==> src/rtl/queue_output_arbiter.sv <==
// Round-robin arbiter that pops entries from several fifo queues and presents
// them one at a time on a single registered valid/ack output port.
module queue_output_arbiter #(
    parameter int NUM_QUEUES                 = 4,
    parameter int NUM_QUEUES_WIDTH_IN_BITS   = 2,
    parameter int SINGLE_ENTRY_WIDTH_IN_BITS = 64
) (
    input  logic                                             clk_in,
    input  logic                                             reset_in,
    input  logic [NUM_QUEUES*SINGLE_ENTRY_WIDTH_IN_BITS-1:0] request_packed_in,
    input  logic [NUM_QUEUES-1:0]                            request_valid_packed_in,
    output logic [NUM_QUEUES-1:0]                            issue_ack_packed_out,
    output logic [SINGLE_ENTRY_WIDTH_IN_BITS-1:0]            request_out,
    output logic                                             request_valid_out,
    input  logic                                             issue_ack_in,
    output logic [NUM_QUEUES_WIDTH_IN_BITS-1:0]              granted_queue_out
);

    localparam int QW = NUM_QUEUES_WIDTH_IN_BITS;
    localparam int W  = SINGLE_ENTRY_WIDTH_IN_BITS;

    localparam logic [0:0]    IDLE     = 1'b0;
    localparam logic [0:0]    BUSY     = 1'b1;
    localparam logic [QW-1:0] LAST_IDX = QW'(NUM_QUEUES - 1);

    logic [0:0]            state_q, state_d;
    logic [QW-1:0]         last_grant_q, last_grant_d;
    logic [W-1:0]          request_q, request_d;
    logic                  request_valid_q, request_valid_d;
    logic [QW-1:0]         granted_q, granted_d;
    logic [NUM_QUEUES-1:0] issue_ack_q, issue_ack_d;

    logic [QW-1:0]         cursor;
    logic [QW-1:0]         winner;
    logic                  found;
    logic [W-1:0]          winner_entry;
    logic [NUM_QUEUES-1:0] winner_onehot;

    // Walk the queues starting just after the last grant; the explicit wrap at
    // LAST_IDX keeps non-power-of-two counts from ever reaching unused indices.
    always_comb begin
        found  = 1'b0;
        winner = '0;
        cursor = last_grant_q;
        for (int k = 0; k < NUM_QUEUES; k++) begin
            cursor = (cursor == LAST_IDX) ? '0 : cursor + QW'(1);
            if (!found && request_valid_packed_in[cursor]) begin
                found  = 1'b1;
                winner = cursor;
            end
        end
    end

    always_comb begin
        winner_entry  = '0;
        winner_onehot = '0;
        for (int i = 0; i < NUM_QUEUES; i++) begin
            if (winner == QW'(i)) begin
                winner_entry     = request_packed_in[i*W +: W];
                winner_onehot[i] = 1'b1;
            end
        end
    end

    // The pop pulse defaults low so it lasts exactly one cycle per grant; the
    // upstream valid is ignored while busy to hide the fifo's post-pop lag.
    always_comb begin
        state_d         = state_q;
        last_grant_d    = last_grant_q;
        request_d       = request_q;
        request_valid_d = request_valid_q;
        granted_d       = granted_q;
        issue_ack_d     = '0;
        case (state_q)
            IDLE: begin
                if (found) begin
                    request_d       = winner_entry;
                    granted_d       = winner;
                    request_valid_d = 1'b1;
                    issue_ack_d     = winner_onehot;
                    last_grant_d    = winner;
                    state_d         = BUSY;
                end
            end
            default: begin
                if (issue_ack_in) begin
                    request_valid_d = 1'b0;
                    state_d         = IDLE;
                end
            end
        endcase
    end

    always_ff @(posedge clk_in) begin
        if (reset_in) begin
            state_q         <= IDLE;
            last_grant_q    <= LAST_IDX;
            request_q       <= '0;
            request_valid_q <= 1'b0;
            granted_q       <= '0;
            issue_ack_q     <= '0;
        end else begin
            state_q         <= state_d;
            last_grant_q    <= last_grant_d;
            request_q       <= request_d;
            request_valid_q <= request_valid_d;
            granted_q       <= granted_d;
            issue_ack_q     <= issue_ack_d;
        end
    end

    assign issue_ack_packed_out = issue_ack_q;
    assign request_out          = request_q;
    assign request_valid_out    = request_valid_q;
    assign granted_queue_out    = granted_q;

endmodule

==> config.mk <==
export PLATFORM = sky130hd
export DESIGN_NAME = queue_output_arbiter
export DESIGN_NICKNAME = d
export VERILOG_FILES = /design/src/rtl/queue_output_arbiter.sv
export SDC_FILE = /design/constraint.sdc
export NUM_CORES = 1
export LEC_CHECK = 0
export BUFFER_PORTS_ARGS = -buffer_cell sky130_fd_sc_hd__buf_4
export CORE_UTILIZATION = 30
export CTS_BUF_LIST = sky130_fd_sc_hd__clkbuf_4 sky130_fd_sc_hd__clkbuf_8 sky130_fd_sc_hd__clkbuf_16
export DETAILED_ROUTE_END_ITERATION = 10
export GPL_ROUTABILITY_DRIVEN = 0
export PLACE_DENSITY = 0.69
export SLEW_MARGIN = 25
export SYNTH_ARGS = -nofsm -noshare
export SYNTH_HDL_FRONTEND = slang
export SYNTH_SLANG_ARGS = --single-unit
==> constraint.sdc <==
create_clock -name clk_in -period 3.39 [get_ports clk_in]
set_input_delay 0.1695 -clock clk_in [delete_from_list [all_inputs] [get_ports clk_in]]
set_output_delay 0.1695 -clock clk_in [all_outputs]
set_load 0.03 [all_outputs]
==> Flow_metrics.wiki <==
{| class="wikitable"
! Metric !! Value
|-
| Worst reg2reg path startpoint || last_grant_q[1]$_SDFFE_PP1P_
|-
| Share of flip-flops with an asynchronous set or reset || 0
|-
| Req. time, crit path || 3590 ps
|-
| P per Cell Area || roughly 500 nW/um2
|-
| Cell-by-cell trace of the critical path || ha_1 -> nor4b_1 -> o21ai_0 -> o211ai_1 -> buf_4 -> nand2b_2 -> buf_4 -> o211ai_1
|-
| Number of maximum-capacitance violations || 0
|-
| Post-synthesis net count || ~980
|-
| Leading cell types by total area after synthesis || sky130_fd_sc_hd__dfxtp_1, sky130_fd_sc_hd__mux2i_1, sky130_fd_sc_hd__nand2_1
|-
| Post-Syn Instances || 712
|-
| Number of max-slew violations in the final report || 0
|-
| Clock share of power || 0.235
|-
| Share of power burned in registers || 0.272
|-
| RSZ-0062 raised after global routing || no
|-
| Dpl hpwl || 14.8 mm
|-
| Mean instance size in the synthesized netlist || roughly 7.6 um2
|-
| Max Fanout on Critical Path || 66
|-
| Number of fill cells || 1753
|-
| Remaining number of nets flagged by the antenna check after routing || 0
|-
| GR Overflow Total || 0
|-
| Final-layout setup total negative slack || 0 ps
|-
| Setup Viol. Count Final || 0
|-
| Sw Pwr || 1.65 mW
|-
| Routed length per instance || 16.3 um
|-
| Max Freq || 354 MHz
|-
| Count of buffers inserted at the top-level ports || 333
|-
| CTS tree || yes
|-
| Die span in x || approximately 140 um
|-
| Post-synth EDFFs || 0
|-
| Fraction of layout cells with a size suffix above 1 || 0.401
|-
| Post-CTS sizing || 0
|-
| Worst setup path startpoint || last_grant_q[1]$_SDFFE_PP1P_
|-
| VDD IR-drop max || 0.265 mV
|-
| Global router's overall resource usage || 0.211
|-
| Std-Cell Rows || 48
|-
| Static Leakage || about 3.6 nW
|-
| Final setup slack of the worst path || 566 ps
|-
| Main synth FF type || sky130_fd_sc_hd__dfxtp_1
|-
| Via count of the first global-routing pass || roughly 6000
|-
| Dominant cell type by area after synthesis || sky130_fd_sc_hd__dfxtp_1
|-
| Clock root buffer master || sky130_fd_sc_hd__clkbuf_16
|-
| Final min period || 2820 ps
|-
| Yosys warning count || 0
|-
| Number of clock sinks seen by CTS || between 70 and 80
|-
| Post-synthesis instance area || between 5000 and 6000 um2
|-
| Int Power || 2.51 mW
|-
| Global-route wire length before repair || 30.2 mm
|-
| Via count || 6327
|-
| Pre-CTS worst setup slack || 570 ps
|-
| Final cycle utilization of the critical path || 0.833
|-
| Relative slew slack || 0.546
|-
| Post-synth cell types || 38
|-
| Beginning of the worst hold path || reset_in
|-
| Critical-path top delay cell || sky130_fd_sc_hd__buf_4
|-
| Most common cell after layout, fill and taps aside || sky130_fd_sc_hd__buf_4
|-
| Number of hold-slack violations in the final timing report || 0
|-
| Layout Area Growth over Synthesis || 54.6%
|-
| Hold buffers post-CTS || 0
|-
| Worst hold-check path type || in2reg
|-
| Type of the worst setup path || reg2reg
|-
| I/O pin total || around 330
|-
| Worst-skew pair later-pin latency || 340 ps
|-
| Net switching share of the total power || 0.397
|-
| Inserted Clock Buffers || 9
|-
| Critical Path End Type || register
|-
| Initial antenna violation count || 0
|-
| Status || finished, final reports clean
|-
| FF-to-FF setup slack || ~570 ps
|-
| Longest Clk Path Bufs || 2
|-
| Net total in the final layout || ~1300
|-
| Die span in y || approximately 140 um
|-
| Data arrival, critical path || 3030 ps
|-
| First drt pass iteration count || 4
|-
| Crit-path max cell delay || 570 ps
|-
| Core footprint || 17400 um2
|-
| Sequential cell area fraction in the yosys report || 0.275
|-
| Drc violations || 0
|-
| Post-CTS setup buffer count || 0
|-
| Ant diodes || 0
|-
| Design Power || about 4.2 mW
|-
| H-tree Lvls || 3
|-
| Initial DRC count || 174
|-
| Critical Path Source Type || register
|-
| Wirelength, routed || approximately 20 mm
|-
| Starting utilization of the core area || 0.309
|-
| Combinational Power Share || 0.492
|-
| Largest net degree at the start of global routing || 67
|-
| Post-route clock skew || just under 8 ps
|-
| Area fraction of the dominant cell type after synthesis || 0.275
|-
| Commonest cells after routing, fill and taps aside || sky130_fd_sc_hd__buf_4, sky130_fd_sc_hd__nand2_1, sky130_fd_sc_hd__dfxtp_1
|-
| Die Area || about 18000 um2
|-
| Routed vias/inst || 5.14
|-
| Synthesized flop and latch total || 74
|-
| Clock-pin transition on the worst setup and hold timing paths || 60 ps
|-
| Pin slew with the least headroom to its limit || 681 ps
|}
-- worst max-delay path, delay by kind of cell, from the launching register on --
family,cells,cell delay (ps)
adders and majority gates,1,470
DFF,1,320
buffers and inverters,2,940
and+or+nand+nor,2,520
AOI/OAI and AO/OA,3,380
-- synth_stat cells (all sizes together) (2+ instances only) --
library cell,count
clkbuf,49
and2,3
nand2b,3
mux2,32
o211ai,67
buf,24
nand2,167
a21oi,5
nor2,9
a211oi,32
mux2i,67
dfxtp,74
inv,32
or2,2
o21ai,33
o221ai,32
nor2b,4
nand3,64
-- power by group through the flow --
stage,clock network (mW),registers (mW),logic [mW]
6_report,0.978,1.13,2.05
5_1_grt,1.04,1.15,2.20
4_1_cts,1.01,1.13,2.07
3_3_place_gp,0,1.15,2.04
2_1_floorplan,0,1.47,1.00
3_5_place_dp,0,1.15,2.07
-- path summary, 6_finish.rpt --
check / endpoint / depth (start not counted)
max reg2reg: request_out[36]$_SDFFE_PP0P_ / 8
min: granted_queue_out[0]$_SDFFE_PP0P_ / 2
max: request_out[36]$_SDFFE_PP0P_ / 8
min reg2reg: granted_queue_out[0]$_SDFFE_PP0P_ / 2
-- layout make-up --
class | count | area [um2] | share of cell area
multi-input cells | 533 | 3490 | 0.419
repair buffers | 351 | 2660 | 0.319
flip-flops and latches | 74 | 1480 | 0.178
well taps | 225 | 282 | 0.0338
clock buffers | 10 | 239 | 0.0287
inverters | 32 | 120 | 0.0144
clock inverters | 5 | 55.1 | 0.00661
-- through the flow --
stage                     instances  hold slack [ps]  cell area (um2)  utilization
after floorplan                 712              371             5390            -
after global placement         1215              437             8030        0.461
after detailed placement       1215              439             8030        0.461
after CTS                      1230             72.2             8330        0.478
after global routing           1230             81.9             8330        0.478
final                          1230             83.1             8330        0.478
-- logic make-up after synthesis --
family / synth area share
mux: 0.191
buf+inv: 0.0848
flops: 0.275
fa+ha+maj: 0.00232
simple gates: 0.200
compound gates: 0.246
-- state kept, by name, summed over array words and instances, names as in the netlist --
signal	flops
state_q	1
request_valid_out	1
issue_ack_packed_out	4
last_grant_q	2
granted_queue_out	2
request_out	64
-- metal layers --
layer | up-vias | share of wire | global-route usage
li1 | 3153 | - | -
met1 | 2886 | 0.38 | 0.234
met2 | 250 | 0.50 | 0.369
met3 | 38 | 0.085 | 0.0559
met4 | 0 | 0.031 | 0.102
met5 | - | 0 | 0
Note: power is estimated with default switching activity, not from simulation.
